--- config.mk ---
export PLATFORM = sky130hd
export DESIGN_NAME = cnn_buffer_loader
export DESIGN_NICKNAME = d
export VERILOG_FILES = /design/src/rtl/cnn_buffer_loader.sv
export SDC_FILE = /design/constraint.sdc
export NUM_CORES = 1
export LEC_CHECK = 0
export ABC_CLOCK_PERIOD_IN_PS = 9400
export BUFFER_PORTS_ARGS = -buffer_cell sky130_fd_sc_hd__buf_4
export CORE_ASPECT_RATIO = 0.7
export CORE_MARGIN = 2
export CORE_UTILIZATION = 35
export CTS_BUF_LIST = sky130_fd_sc_hd__clkbuf_4
export DETAILED_ROUTE_END_ITERATION = 10
export GPL_TIMING_DRIVEN = 1
export PLACE_DENSITY = 0.6
export RECOVER_POWER = 50
export SETUP_SLACK_MARGIN = 0.3
export SKIP_CTS_REPAIR_TIMING = 1
export SLEW_MARGIN = 0
export SYNTH_ARGS = -nofsm -noshare
export SYNTH_HDL_FRONTEND = slang
export SYNTH_SLANG_ARGS = --single-unit
--- constraint.sdc ---
create_clock -name clk -period 9.4 [get_ports clk]
set_clock_uncertainty 0.15 [all_clocks]
set_input_delay 2.82 -clock clk [delete_from_list [all_inputs] [get_ports clk]]
set_output_delay 2.82 -clock clk [all_outputs]
set_load 0.01 [all_outputs]
--- src/rtl/cnn_buffer_loader.sv ---
// Fills the IFmap/filter/psum buffers from one shared read port, round-robin among channels with words left and ready high.
// At least 4 cycles per word (arb, fetch, capture, write); a write holds data and enable until the buffer takes it.
module cnn_buffer_loader #(
  parameter int IFMAP_BUFFER_WIDTH  = 18,
  parameter int FILTER_BUFFER_WIDTH = 16,
  parameter int PSUM_BUFFER_WIDTH   = 16,
  parameter int MEM_WIDTH           = 18,
  parameter int MEM_ADDR_WIDTH      = 10,
  parameter int COUNT_WIDTH         = 8
) (
  input  logic                           clk,
  input  logic                           reset,
  input  logic                           start,
  input  logic [MEM_ADDR_WIDTH-1:0]      if_base,
  input  logic [MEM_ADDR_WIDTH-1:0]      filter_base,
  input  logic [MEM_ADDR_WIDTH-1:0]      psum_base,
  input  logic [COUNT_WIDTH-1:0]         if_count,
  input  logic [COUNT_WIDTH-1:0]         filter_count,
  input  logic [COUNT_WIDTH-1:0]         psum_count,
  input  logic                           psum_en,
  output logic                           busy,
  output logic                           done,
  output logic                           mem_ren,
  output logic [MEM_ADDR_WIDTH-1:0]      mem_addr,
  input  logic [MEM_WIDTH-1:0]           mem_rdata,
  output logic [IFMAP_BUFFER_WIDTH-1:0]  IFmap_buffer_in,
  output logic                           IFmap_buffer_write_enable,
  input  logic                           IFmap_buffer_ready,
  output logic [FILTER_BUFFER_WIDTH-1:0] filter_buffer_in,
  output logic                           filter_buffer_write_enable,
  input  logic                           filter_buffer_ready,
  output logic [PSUM_BUFFER_WIDTH-1:0]   psum_buffer_in,
  output logic                           psum_buffer_wen,
  input  logic                           psum_buffer_ready
);

  typedef enum logic [2:0] {S_IDLE, S_ARB, S_FETCH, S_CAPTURE, S_WRITE, S_DONE} state_t;

  localparam logic [1:0] CH_IF     = 2'd0;
  localparam logic [1:0] CH_FILTER = 2'd1;
  localparam logic [1:0] CH_PSUM   = 2'd2;

  state_t                    state, state_nxt;
  logic [1:0]                grant;
  logic [1:0]                gnt_sel;
  logic                      gnt_vld;
  logic                      wr_rdy;
  logic                      all_zero;
  logic [3:0]                elig;
  logic [1:0]                cand [3];
  logic [MEM_ADDR_WIDTH-1:0] if_ptr, filter_ptr, psum_ptr, gnt_ptr;
  logic [COUNT_WIDTH-1:0]    if_rem, filter_rem, psum_rem;

  assign elig = {1'b0,
                 (psum_rem   != '0) && psum_buffer_ready,
                 (filter_rem != '0) && filter_buffer_ready,
                 (if_rem     != '0) && IFmap_buffer_ready};
  assign all_zero = (if_rem == '0) && (filter_rem == '0) && (psum_rem == '0);

  // grant holds the last-granted channel; search starts just after it
  always_comb begin
    cand[0] = CH_IF;
    cand[1] = CH_FILTER;
    cand[2] = CH_PSUM;
    case (grant)
      CH_IF: begin
        cand[0] = CH_FILTER;
        cand[1] = CH_PSUM;
        cand[2] = CH_IF;
      end
      CH_FILTER: begin
        cand[0] = CH_PSUM;
        cand[1] = CH_IF;
        cand[2] = CH_FILTER;
      end
      default: ;
    endcase
    gnt_vld = 1'b0;
    gnt_sel = cand[0];
    for (int k = 2; k >= 0; k--) begin
      if (elig[cand[k]]) begin
        gnt_vld = 1'b1;
        gnt_sel = cand[k];
      end
    end
  end

  always_comb begin
    case (gnt_sel)
      CH_IF:     gnt_ptr = if_ptr;
      CH_FILTER: gnt_ptr = filter_ptr;
      default:   gnt_ptr = psum_ptr;
    endcase
    case (grant)
      CH_IF:     wr_rdy = IFmap_buffer_ready;
      CH_FILTER: wr_rdy = filter_buffer_ready;
      default:   wr_rdy = psum_buffer_ready;
    endcase
  end

  always_ff @(posedge clk or posedge reset) begin
    if (reset) state <= S_IDLE;
    else       state <= state_nxt;
  end

  always_comb begin
    state_nxt = state;
    case (state)
      S_IDLE:    if (start) state_nxt = S_ARB;
      S_ARB: begin
        if (all_zero)     state_nxt = S_DONE;
        else if (gnt_vld) state_nxt = S_FETCH;
      end
      S_FETCH:   state_nxt = S_CAPTURE;
      S_CAPTURE: state_nxt = S_WRITE;
      S_WRITE:   if (wr_rdy) state_nxt = S_ARB;
      S_DONE:    state_nxt = S_IDLE;
      default:   state_nxt = S_IDLE;
    endcase
  end

  always_ff @(posedge clk or posedge reset) begin
    if (reset) begin
      busy                       <= 1'b0;
      done                       <= 1'b0;
      mem_ren                    <= 1'b0;
      mem_addr                   <= '0;
      IFmap_buffer_in            <= '0;
      IFmap_buffer_write_enable  <= 1'b0;
      filter_buffer_in           <= '0;
      filter_buffer_write_enable <= 1'b0;
      psum_buffer_in             <= '0;
      psum_buffer_wen            <= 1'b0;
      grant                      <= CH_PSUM;
      if_ptr                     <= '0;
      filter_ptr                 <= '0;
      psum_ptr                   <= '0;
      if_rem                     <= '0;
      filter_rem                 <= '0;
      psum_rem                   <= '0;
    end else begin
      busy    <= state_nxt inside {S_ARB, S_FETCH, S_CAPTURE, S_WRITE};
      done    <= (state_nxt == S_DONE);
      mem_ren <= (state_nxt == S_FETCH);
      case (state)
        S_IDLE: begin
          if (start) begin
            if_ptr     <= if_base;
            filter_ptr <= filter_base;
            psum_ptr   <= psum_base;
            if_rem     <= if_count;
            filter_rem <= filter_count;
            psum_rem   <= psum_en ? psum_count : '0;
          end
        end
        S_ARB: begin
          if (gnt_vld) begin
            grant    <= gnt_sel;
            mem_addr <= gnt_ptr;
          end
        end
        S_CAPTURE: begin
          // read word arrives this cycle; narrower buffers keep the low bits
          case (grant)
            CH_IF: begin
              IFmap_buffer_in           <= mem_rdata[IFMAP_BUFFER_WIDTH-1:0];
              IFmap_buffer_write_enable <= 1'b1;
            end
            CH_FILTER: begin
              filter_buffer_in           <= mem_rdata[FILTER_BUFFER_WIDTH-1:0];
              filter_buffer_write_enable <= 1'b1;
            end
            default: begin
              psum_buffer_in  <= mem_rdata[PSUM_BUFFER_WIDTH-1:0];
              psum_buffer_wen <= 1'b1;
            end
          endcase
        end
        S_WRITE: begin
          if (wr_rdy) begin
            IFmap_buffer_write_enable  <= 1'b0;
            filter_buffer_write_enable <= 1'b0;
            psum_buffer_wen            <= 1'b0;
            case (grant)
              CH_IF: begin
                if_rem <= if_rem - COUNT_WIDTH'(1);
                if_ptr <= if_ptr + MEM_ADDR_WIDTH'(1);
              end
              CH_FILTER: begin
                filter_rem <= filter_rem - COUNT_WIDTH'(1);
                filter_ptr <= filter_ptr + MEM_ADDR_WIDTH'(1);
              end
              default: begin
                psum_rem <= psum_rem - COUNT_WIDTH'(1);
                psum_ptr <= psum_ptr + MEM_ADDR_WIDTH'(1);
              end
            endcase
          end
        end
        default: ;
      endcase
    end
  end

endmodule

==> results.ini, run 1 <==
[run_status]
status = complete, but fails checks
violations = max-capacitance violations, max-slew violations

[cts]
clock_latency_ns = 0.55
cts_made_buffers = 17
cts_tree = built
clk_pin_slew_ns = 0.12
clk_path_buf_depth = 2
cts_root_buffer = clkbuf_4
h-tree-depth = 4
cts.sinks = 125

[floorplanning]
row_count = 41
io_pins = 145
die_h_um = 117
die_area_sq_um = 19300
start_util = 0.355
core-area_sq_um = 17900
die_w_um = 165

[sta]
setup_ws_ns = 4.16
hold_viol = 0
max-slew-margin-rel = -1.24
slew_viol_final = 94
rsz0062_at_grt = false
finalSetupTns_ns = 0
tightest_slew_ns = 3.33
period_share = 0.557
setup_violations = 0
max_freq_mhz = 191
min_period_ns = 5.24

[route]
dr.pass1.iters = 6
first_iter_violations = 453
postRouteAntennaNets = 0
drt_wl_total_mm = 17.8
num_vias = 5602
drc_errors = 0
avgRoutedWirePerCell_um = 17.2
routed_via_density = 5.41

[final_layout]
diodes = 0
layout-drive-gt1-share = 0.292
fill_cells = 1822
syn_to_final_growth_pct = 23.2
layout_common_cells = buf_4 (128), dfrtp_1 (124), a21oi_1 (78)
layout_commonest_cell = buf_4
seqCellArea_sq_um = 3130
multi_input_area_sq_um = 2980
nets = 871

[yosys]
synth_flop_cell = dfrtp_1
synth-edff-count = 0
synthesis.area_sq_um = 6350
yosys-top-cells-area = dfrtp_1 (49%), mux2_2 (8.9%), a21oi_1 (6.1%)
synth.distinct_cells = 62
syn_inst = 658
synthArstFlopShare = 1.00
syn_avg_cell_area_sq_um = 9.65
synthesis.nets = 743
ys_seq_area_frac = 0.493
yosysTopAreaCellShare = 0.489
yosys.area.top_type = dfrtp_1
synth_seq_cells = 125
ys_warn_count = 0

[critical_path]
startpoint_type = input pin
end_kind = asynchronous set/reset pin
cp_max_fo = 75
cp.required_ns = 9.85
cp_data_arrival_time_ns = 5.69
crit_type = in -> async

[placement]
dp_hpwl_mm = 12.6
gp_congestion = 0.858
pre_cts_slack_ns = 4.16
port_buffers = 144

[job]
cap_violations = 2

[power]
p_leak_uw = 0.00331
ir_drop_uv = 116
p_per_area_nw_per_um2 = 338

[grt]
grt_pass1_wl_mm = 27.6
antenna_found_initial = 0
grt_overflow = 0
grt_max_degree = 76
grt_pass1_vias = 5057
groute.usage.overall = 0.186

[min_path]
holdCritPathClass = reg -> reg

## through the flow
stage / utilization / instances / power (uW) / hold WS [ns] / area [sq um]
4_1_cts: 0.441 / 1035 / 2660 / 0.374 / 7900
2_1_floorplan: - / 658 / 1790 / 0.338 / 6350
3_5_place_dp: 0.426 / 1003 / 2270 / 0.344 / 7620
5_1_grt: 0.437 / 1035 / 2860 / 0.394 / 7820
3_3_place_gp: 0.426 / 1003 / 2260 / 0.333 / 7620
6_report: 0.437 / 1035 / 2640 / 0.367 / 7820
## layer usage
layer | up-vias | global-route usage | share of wire
li1 | 2681 | - | -
met1 | 2727 | 0.291 | 0.51
met2 | 185 | 0.253 | 0.41
met3 | 9 | 0.0533 | 0.076
met4 | 0 | 0.0365 | 0.0062
met5 | - | 0 | 0
## worst max-delay path, cell delays in order
cell and delay [ns]:
clkbuf_4 0.11, clkinvlp_2 1.88, buf_4 0.80
## logic make-up (layout without fill, tap and decap cells)
group / after synthesis / in the layout / synth area share
AOI/OAI and AO/OA: 220 / 220 / 0.219
and+or+nand+nor: 191 / 191 / 0.143
DFF: 125 / 125 / 0.493
buffers and inverters: 62 / 203 / 0.0382
muxes: 54 / 54 / 0.0950
adders and majority gates: 6 / 6 / 0.0118
## registers in the layout, summed over array words and instances (netlist names)
name                        cells
if_rem                          8
mem_ren                         1
psum_buffer_in                 16
mem_addr                       10
state                           3
done                            1
filter_rem                      8
psum_ptr                       10
filter_buffer_write_enable      1
psum_buffer_wen                 1
psum_rem                        8
busy                            1
IFmap_buffer_write_enable       1
if_ptr                         10
grant                           2
filter_ptr                     10
filter_buffer_in               16
IFmap_buffer_in                18
## layout make-up
class,count,area share
Multi-Input combinational cell,471,0.381
Tap cell,236,0.0378
Inverter,22,0.0107
Clock inverter,15,0.0195
Timing Repair Buffer,149,0.134
Clock buffer,17,0.0163
Sequential cell,125,0.400
## cell usage after synthesis, types with 12 or more instances
| cell type | instances |
|---|---|
| nor2_1 | 65 |
| clkbuf_1 | 31 |
| mux2_2 | 50 |
| inv_1 | 21 |
| o21ai_0 | 37 |
| nand3_1 | 26 |
| dfrtp_1 | 124 |
| a21oi_1 | 78 |
| a31oi_1 | 18 |
| nor3_1 | 12 |
| o21ai_1 | 12 |
| o22ai_1 | 19 |
| nand2_1 | 41 |
## report_power, final
part / total [uW] / internal [uW] / switching (uW)
sequential: 1080 / 808 / 270
clock: 383 / 140 / 242
combinational: 1180 / 554 / 627
total: 2640 / 1500 / 1140
## path summary, 6_finish.rpt
check,to,depth (start not counted),startpoint,slack (ns)
worst max-delay path,mem_addr[6]$_DFFE_PP0P_,3,reset,4.16
worst min-delay path,psum_buffer_in[5]$_DFFE_PP0P_,1,psum_buffer_in[5]$_DFFE_PP0P_,0.37
worst max register to register,mem_addr[6]$_DFFE_PP0P_,8,if_rem[0]$_DFFE_PP0P_,5.19
worst min register to register,psum_buffer_in[5]$_DFFE_PP0P_,1,psum_buffer_in[5]$_DFFE_PP0P_,0.37
max in group clk,mem_addr[6]$_DFFE_PP0P_,6,IFmap_buffer_ready,4.51
min in group asynchronous,psum_buffer_in[10]$_DFFE_PP0P_,2,reset,3.09
(Power assumes the default switching activity.)
==> run 2: changes to the inputs <==
--- a/config.mk
+++ b/config.mk
@@ -5,7 +5,7 @@
 export SDC_FILE = /design/constraint.sdc
 export NUM_CORES = 1
 export LEC_CHECK = 0
-export ABC_CLOCK_PERIOD_IN_PS = 9400
+export ABC_CLOCK_PERIOD_IN_PS = 5480
 export BUFFER_PORTS_ARGS = -buffer_cell sky130_fd_sc_hd__buf_4
 export CORE_ASPECT_RATIO = 0.7
 export CORE_MARGIN = 2
==> constraint.sdc (replaced) <==
create_clock -name clk -period 5.48 [get_ports clk]
set_clock_uncertainty 0.15 [all_clocks]
set_input_delay 1.644 -clock clk [delete_from_list [all_inputs] [get_ports clk]]
set_output_delay 1.644 -clock clk [all_outputs]
set_load 0.01 [all_outputs]
==> results.ini, run 2 (same netlist as run 1, synthesis figures left out) <==
[final_layout]
layout_commonest_cell = buf_4
syn_to_final_growth_pct = 25.3
layout_common_cells = buf_4 (147), dfrtp_1 (124), a21oi_1 (78)
layout-drive-gt1-share = 0.309  ; +0.0171
multi_input_area_sq_um = 2980  ; about the same
final_area_sq_um = 7960  ; +1.8%
largest_register_ffs = 18  ; unchanged
largest_registers = IFmap_buffer_in (18), filter_buffer_in (16), psum_buffer_in (16)
fill_cells = 1764  ; -3.2%
nets = 872  ; +0.11%
diodes = 0  ; unchanged
seqCellArea_sq_um = 3130  ; unchanged
largest_register = IFmap_buffer_in

[cts]
clk_pin_slew_ns = 0.13  ; about the same
cts_root_buffer = clkbuf_4
h-tree-depth = 4  ; unchanged
cts_tree = built
cts_made_buffers = 17  ; unchanged
clk_path_buf_depth = 2  ; unchanged
cts.sinks = 125  ; unchanged
clock_latency_ns = 0.54  ; about the same

[route]
drt_wl_total_mm = 18.1  ; +2.1%
routed_via_density = 5.41  ; about the same
avgRoutedWirePerCell_um = 17.5  ; +2.0%
postRouteAntennaNets = 0  ; unchanged
first_iter_violations = 531  ; +17%
dr.pass1.iters = 6  ; unchanged
drc_errors = 0  ; unchanged
num_vias = 5606  ; +0.071%

[power]
p_per_area_nw_per_um2 = 586  ; +73%
ir_drop_uv = 220  ; +90%
p_leak_uw = 0.00341  ; +3.3%

[critical_path]
cp_data_arrival_time_ns = 4.52  ; -1.17 ns
timing.rr.end = mem_addr[6]$_DFFE_PP0P_
crit_end = mem_addr[6]$_DFFE_PP0P_
cp.required_ns = 5.77  ; -4.08 ns
crit_type = reg -> reg
startpoint_type = flop
ff2ff_setup_slack_ns = 1.25  ; -3.94 ns
worstSetupStartpoint = if_rem[0]$_DFFE_PP0P_
cp_cell_sequence = inv_1 > ha_1 > or4b_1 > o21ai_0 > o211a_2 > o21bai_1 > nand2_1 > a41oi_1
end_kind = flop
critPathMaxStageDelay_ns = 1.55  ; -0.33 ns
worstReg2RegStart = if_rem[0]$_DFFE_PP0P_
cp_max_fo = 17  ; -77%
crit_slowest_cell = o21ai_0
ff2ff_path_depth = 8  ; unchanged

[min_path]
holdCritPathClass = reg -> reg

[grt]
grt_pass1_wl_mm = 27.9  ; +0.90%
grt_max_degree = 73  ; -3.9%
grt_overflow = 0  ; unchanged
groute.usage.overall = 0.189  ; +0.00293
grt_pass1_vias = 4935  ; -2.4%
antenna_found_initial = 0  ; unchanged

[sta]
setup_violations = 0  ; unchanged
slew_viol_final = 109  ; +16%
period_share = 0.771
tightest_slew_ns = 2.84  ; -0.497 ns
min_period_ns = 4.23
finalSetupTns_ns = 0  ; unchanged
rsz0062_at_grt = false
hold_viol = 0  ; unchanged
max_freq_mhz = 237
max-slew-margin-rel = -0.892  ; +0.344

[floorplanning]
core-area_sq_um = 17900  ; unchanged
start_util = 0.355  ; unchanged
die_h_um = 117  ; unchanged
die_w_um = 165  ; unchanged
row_count = 41  ; unchanged
die_area_sq_um = 19300  ; unchanged
io_pins = 145  ; unchanged

[placement]
place_area_sq_um = 7640  ; +0.26%
dp_hpwl_mm = 12.7  ; +0.70%
gp_congestion = 0.821  ; -4.4%
port_buffers = 144  ; unchanged

[job]
cap_violations = 3  ; +1

[run_status]
violations = max-capacitance violations, max-slew violations
status = complete, but fails checks

## run 2: cell count changes in the layout (fill, tap and decap cells not counted), moves of 2 or more
| cell | previous run | this run |
|---|---|---|
| clkbuf_1 | 18 | 1 |
| inv_6 | 7 | 4 |
| clkbuf_4 | 20 | 18 |
| bufinv_16 | 1 | 4 |
| clkinvlp_4 | 4 | 2 |
| o21ai_1 | 9 | 11 |
| inv_8 | 2 | 0 |
| inv_1 | 20 | 22 |
| buf_4 | 128 | 147 |
| clkinv_4 | 1 | 4 |
| o21ai_0 | 40 | 38 |
## run 2: metrics by stage
step / cells / setup slack (ns) / power, uW / utilization / hold slack, ns
after floorplan: 658 / 0.360 / 3060 / - / 0.338
after global placement: 1004 / 1.51 / 3880 / 0.427 / 0.335
after detailed placement: 1004 / 1.45 / 3910 / 0.427 / 0.344
after CTS: 1036 / 2.03 / 4690 / 0.446 / 0.368
after global routing: 1036 / 0.967 / 5020 / 0.444 / 0.388
final: 1036 / 1.25 / 4660 / 0.444 / 0.363
## run 2: layout make-up
class                      count  share of cell area
tap                          236              0.0371
multi-input combinational    471               0.374
clock buffer                  17              0.0160
clock inverter                15              0.0264
sequential                   125               0.393
inverter                      22              0.0104
timing repair buffer         150               0.143
## run 2: how the worst min path moves through the flow
stage                                                      start                                     end  slack (ns)  cells past startpoint
after detailed placement          psum_buffer_in[11]$_DFFE_PP0P_          psum_buffer_in[11]$_DFFE_PP0P_        0.34                      1
final                     filter_buffer_write_enable$_DFFE_PP0P_  filter_buffer_write_enable$_DFFE_PP0P_        0.36                      2
after floorplan                        filter_rem[4]$_DFFE_PP0P_               filter_rem[4]$_DFFE_PP0P_        0.34                      2
after CTS                 filter_buffer_write_enable$_DFFE_PP0P_  filter_buffer_write_enable$_DFFE_PP0P_        0.37                      2
after global routing              IFmap_buffer_in[4]$_DFFE_PP0P_          IFmap_buffer_in[4]$_DFFE_PP0P_        0.39                      1
after global placement    filter_buffer_write_enable$_DFFE_PP0P_  filter_buffer_write_enable$_DFFE_PP0P_        0.34                      2
## run 2: report_power, final
group / switching (uW) / internal (uW) / leakage, uW
registers: 462 / 1380 / 0.00146
logic: 1080 / 964 / 0.00178
clock network: 398 / 369 / 0.000174
## run 2: metal layers
layer,global-route usage,wire [um]
met1,0.301,9280
met2,0.248,7280
met3,0.0529,1430
met4,0.0441,138
met5,0,0
## run 2: critical path: cells and delay by family, from the launching register on
family	cells	cell delay (ns)
flops	1	0.40
fa+ha+maj	1	0.21
simple gates	2	0.74
buf+inv	1	0.10
compound gates	4	2.53
==> run 3: changes to the inputs <==
--- a/config.mk
+++ b/config.mk
@@ -5,7 +5,7 @@
 export SDC_FILE = /design/constraint.sdc
 export NUM_CORES = 1
 export LEC_CHECK = 0
-export ABC_CLOCK_PERIOD_IN_PS = 5480
+export ABC_CLOCK_PERIOD_IN_PS = 4000
 export BUFFER_PORTS_ARGS = -buffer_cell sky130_fd_sc_hd__buf_4
 export CORE_ASPECT_RATIO = 0.7
 export CORE_MARGIN = 2
==> constraint.sdc (replaced) <==
create_clock -name clk -period 4 [get_ports clk]
set_clock_uncertainty 0.15 [all_clocks]
set_input_delay 1.2 -clock clk [delete_from_list [all_inputs] [get_ports clk]]
set_output_delay 1.2 -clock clk [all_outputs]
set_load 0.01 [all_outputs]
==> results.ini, run 3 (same netlist as run 1, synthesis figures left out) <==
[final_layout]
nets = 877  ; +0.57%
largest_register_ffs = 18  ; unchanged
layout-drive-gt1-share = 0.309  ; +0.000567
layout_common_cells = buf_4 (150), dfrtp_1 (124), a21oi_1 (78)
syn_to_final_growth_pct = 25.0
layout_commonest_cell = buf_4
largest_registers = IFmap_buffer_in (18), filter_buffer_in (16), psum_buffer_in (16)
diodes = 0  ; unchanged
final_cells = 1041  ; +0.48%
largest_register = IFmap_buffer_in

[route]
routed_via_density = 5.38  ; -0.59%
first_iter_violations = 463  ; -13%
postRouteAntennaNets = 0  ; unchanged
drt_wl_total_mm = 17.8  ; -1.7%
num_vias = 5600  ; -0.11%
drc_errors = 0  ; unchanged
dr.pass1.iters = 5  ; -1
avgRoutedWirePerCell_um = 17.1  ; -2.2%

[min_path]
hold_depth = 1  ; -1
hold_end = IFmap_buffer_in[6]$_DFFE_PP0P_
holdCritPathClass = reg -> reg
min_from = IFmap_buffer_in[6]$_DFFE_PP0P_

[floorplanning]
row_count = 41  ; unchanged
die_w_um = 165  ; unchanged
die_area_sq_um = 19300  ; unchanged
core-area_sq_um = 17900  ; unchanged
die_h_um = 117  ; unchanged
io_pins = 145  ; unchanged
start_util = 0.355  ; unchanged

[cts]
cts_made_buffers = 17  ; unchanged
cts_tree = built
clock_latency_ns = 0.55  ; about the same
clk_path_buf_depth = 2  ; unchanged
cts.sinks = 125  ; unchanged
clk_pin_slew_ns = 0.11  ; -0.02 ns
h-tree-depth = 4  ; unchanged
cts_root_buffer = clkbuf_4

[critical_path]
cp_data_arrival_time_ns = 3.33  ; -1.19 ns
crit_type = reg -> reg
critPathMaxStageDelay_ns = 0.61  ; -0.94 ns
crit_slowest_cell = or4b_1
cp_cell_sequence = inv_1 > ha_1 > or4b_1 > o21ai_4 > o211a_2 > o21bai_1 > nand2_1 > a41oi_1
startpoint_type = flop
end_kind = flop
ff2ff_setup_slack_ns = 0.97  ; -0.28 ns
cp.required_ns = 4.31  ; -1.46 ns
cp_max_fo = 17  ; unchanged
ff2ff_path_depth = 8  ; unchanged
timing.rr.end = mem_addr[6]$_DFFE_PP0P_
worstReg2RegStart = if_rem[0]$_DFFE_PP0P_

[placement]
gp_congestion = 0.873  ; +6.4%
port_buffers = 144  ; unchanged
dp_hpwl_mm = 12.7  ; +0.21%
dp.cells = 1009  ; +0.50%

[grt]
grt_pass1_wl_mm = 27.9  ; +0.22%
grt_overflow = 0  ; unchanged
grt_max_degree = 51  ; -30%
grt_pass1_vias = 5132  ; +4.0%
groute.usage.overall = 0.191  ; +0.00132
antenna_found_initial = 0  ; unchanged

[sta]
min_period_ns = 3.03  ; -1.20 ns
hold_viol = 0  ; unchanged
setup_violations = 0  ; unchanged
max-slew-margin-rel = -0.160  ; +0.732
max_freq_mhz = 330  ; +40%
rsz0062_at_grt = false
finalSetupTns_ns = 0  ; unchanged
period_share = 0.757  ; -0.0142
tightest_slew_ns = 1.74  ; -1.10 ns
slew_viol_final = 32  ; -71%

[run_status]
violations = max-capacitance violations, max-slew violations
status = complete, but fails checks

[job]
cap_violations = 1  ; -2

[power]
p_per_area_nw_per_um2 = 791  ; +35%
ir_drop_uv = 304  ; +38%
p_leak_uw = 0.00341  ; -0.24%

[run 3: cell types whose count changed in the layout (fill, tap and decap cells not counted), sizes merged]
| cell | delta |
|---|---|
| clkbuf | +3 |
| inv | -3 |
| bufinv | -1 |
| buf | +2 |
| clkinv | +2 |
| clkinvlp | +2 |
[run 3: worst max-delay path, delay by kind of cell, from the launching register on]
kind	cells	cell delay (ns)
simple gates	2	0.77
buf+inv	1	0.10
fa+ha+maj	1	0.22
compound gates	4	1.32
flops	1	0.39
[run 3: power by group]
part	total, uW	internal, uW	switching, uW
logic	2820	1330	1490
registers	2520	1900	623
clock network	946	431	515
total	6280	3660	2620
[run 3: cell type report]
class | instances | area (sq um)
flip-flops and latches | 125 | 3130
well taps | 236 | 295
repair buffers | 155 | 1150
multi-input cells | 471 | 2980
fillers | 1774 | 9960
inverters | 22 | 83.8
clock buffers | 17 | 128
clock inverters | 15 | 171
[run 3: metal layers]
metal  GRT usage  share of wire  up-vias
met1       0.298           0.52     2735
met4      0.0591          0.013        0
met3      0.0508          0.063       19
met5           0              0        -
li1            -              -     2688
met2       0.252           0.40      158
[run 3: stage by stage]
step	total power [uW]	worst slack (ns)	utilization	hold slack (ns)	area (sq um)
finish	6280	0.972	0.443	0.366	7940
global route	6790	0.794	0.443	0.388	7940
CTS	6330	1.01	0.445	0.370	7960
detailed placement	5360	0.718	0.428	0.344	7660
global placement	5320	0.757	0.428	0.339	7660
floorplan	4200	1.11	-	0.338	6350
[run 3: how the worst max path moves through the flow]
| stage | from | end | slack (ns) | cells past startpoint |
|---|---|---|---|---|
| after global placement | filter_buffer_ready | filter_rem[1]$_DFFE_PP0P_ | 0.76 | 7 |
| after CTS | if_rem[0]$_DFFE_PP0P_ | mem_addr[6]$_DFFE_PP0P_ | 1.01 | 8 |
| after global routing | if_rem[0]$_DFFE_PP0P_ | mem_addr[6]$_DFFE_PP0P_ | 0.79 | 8 |
| after floorplan | reset | IFmap_buffer_in[0]$_DFFE_PP0P_ | 1.11 | 1 |
| final | if_rem[0]$_DFFE_PP0P_ | mem_addr[6]$_DFFE_PP0P_ | 0.97 | 8 |
| after detailed placement | filter_buffer_ready | filter_rem[4]$_DFFE_PP0P_ | 0.72 | 7 |
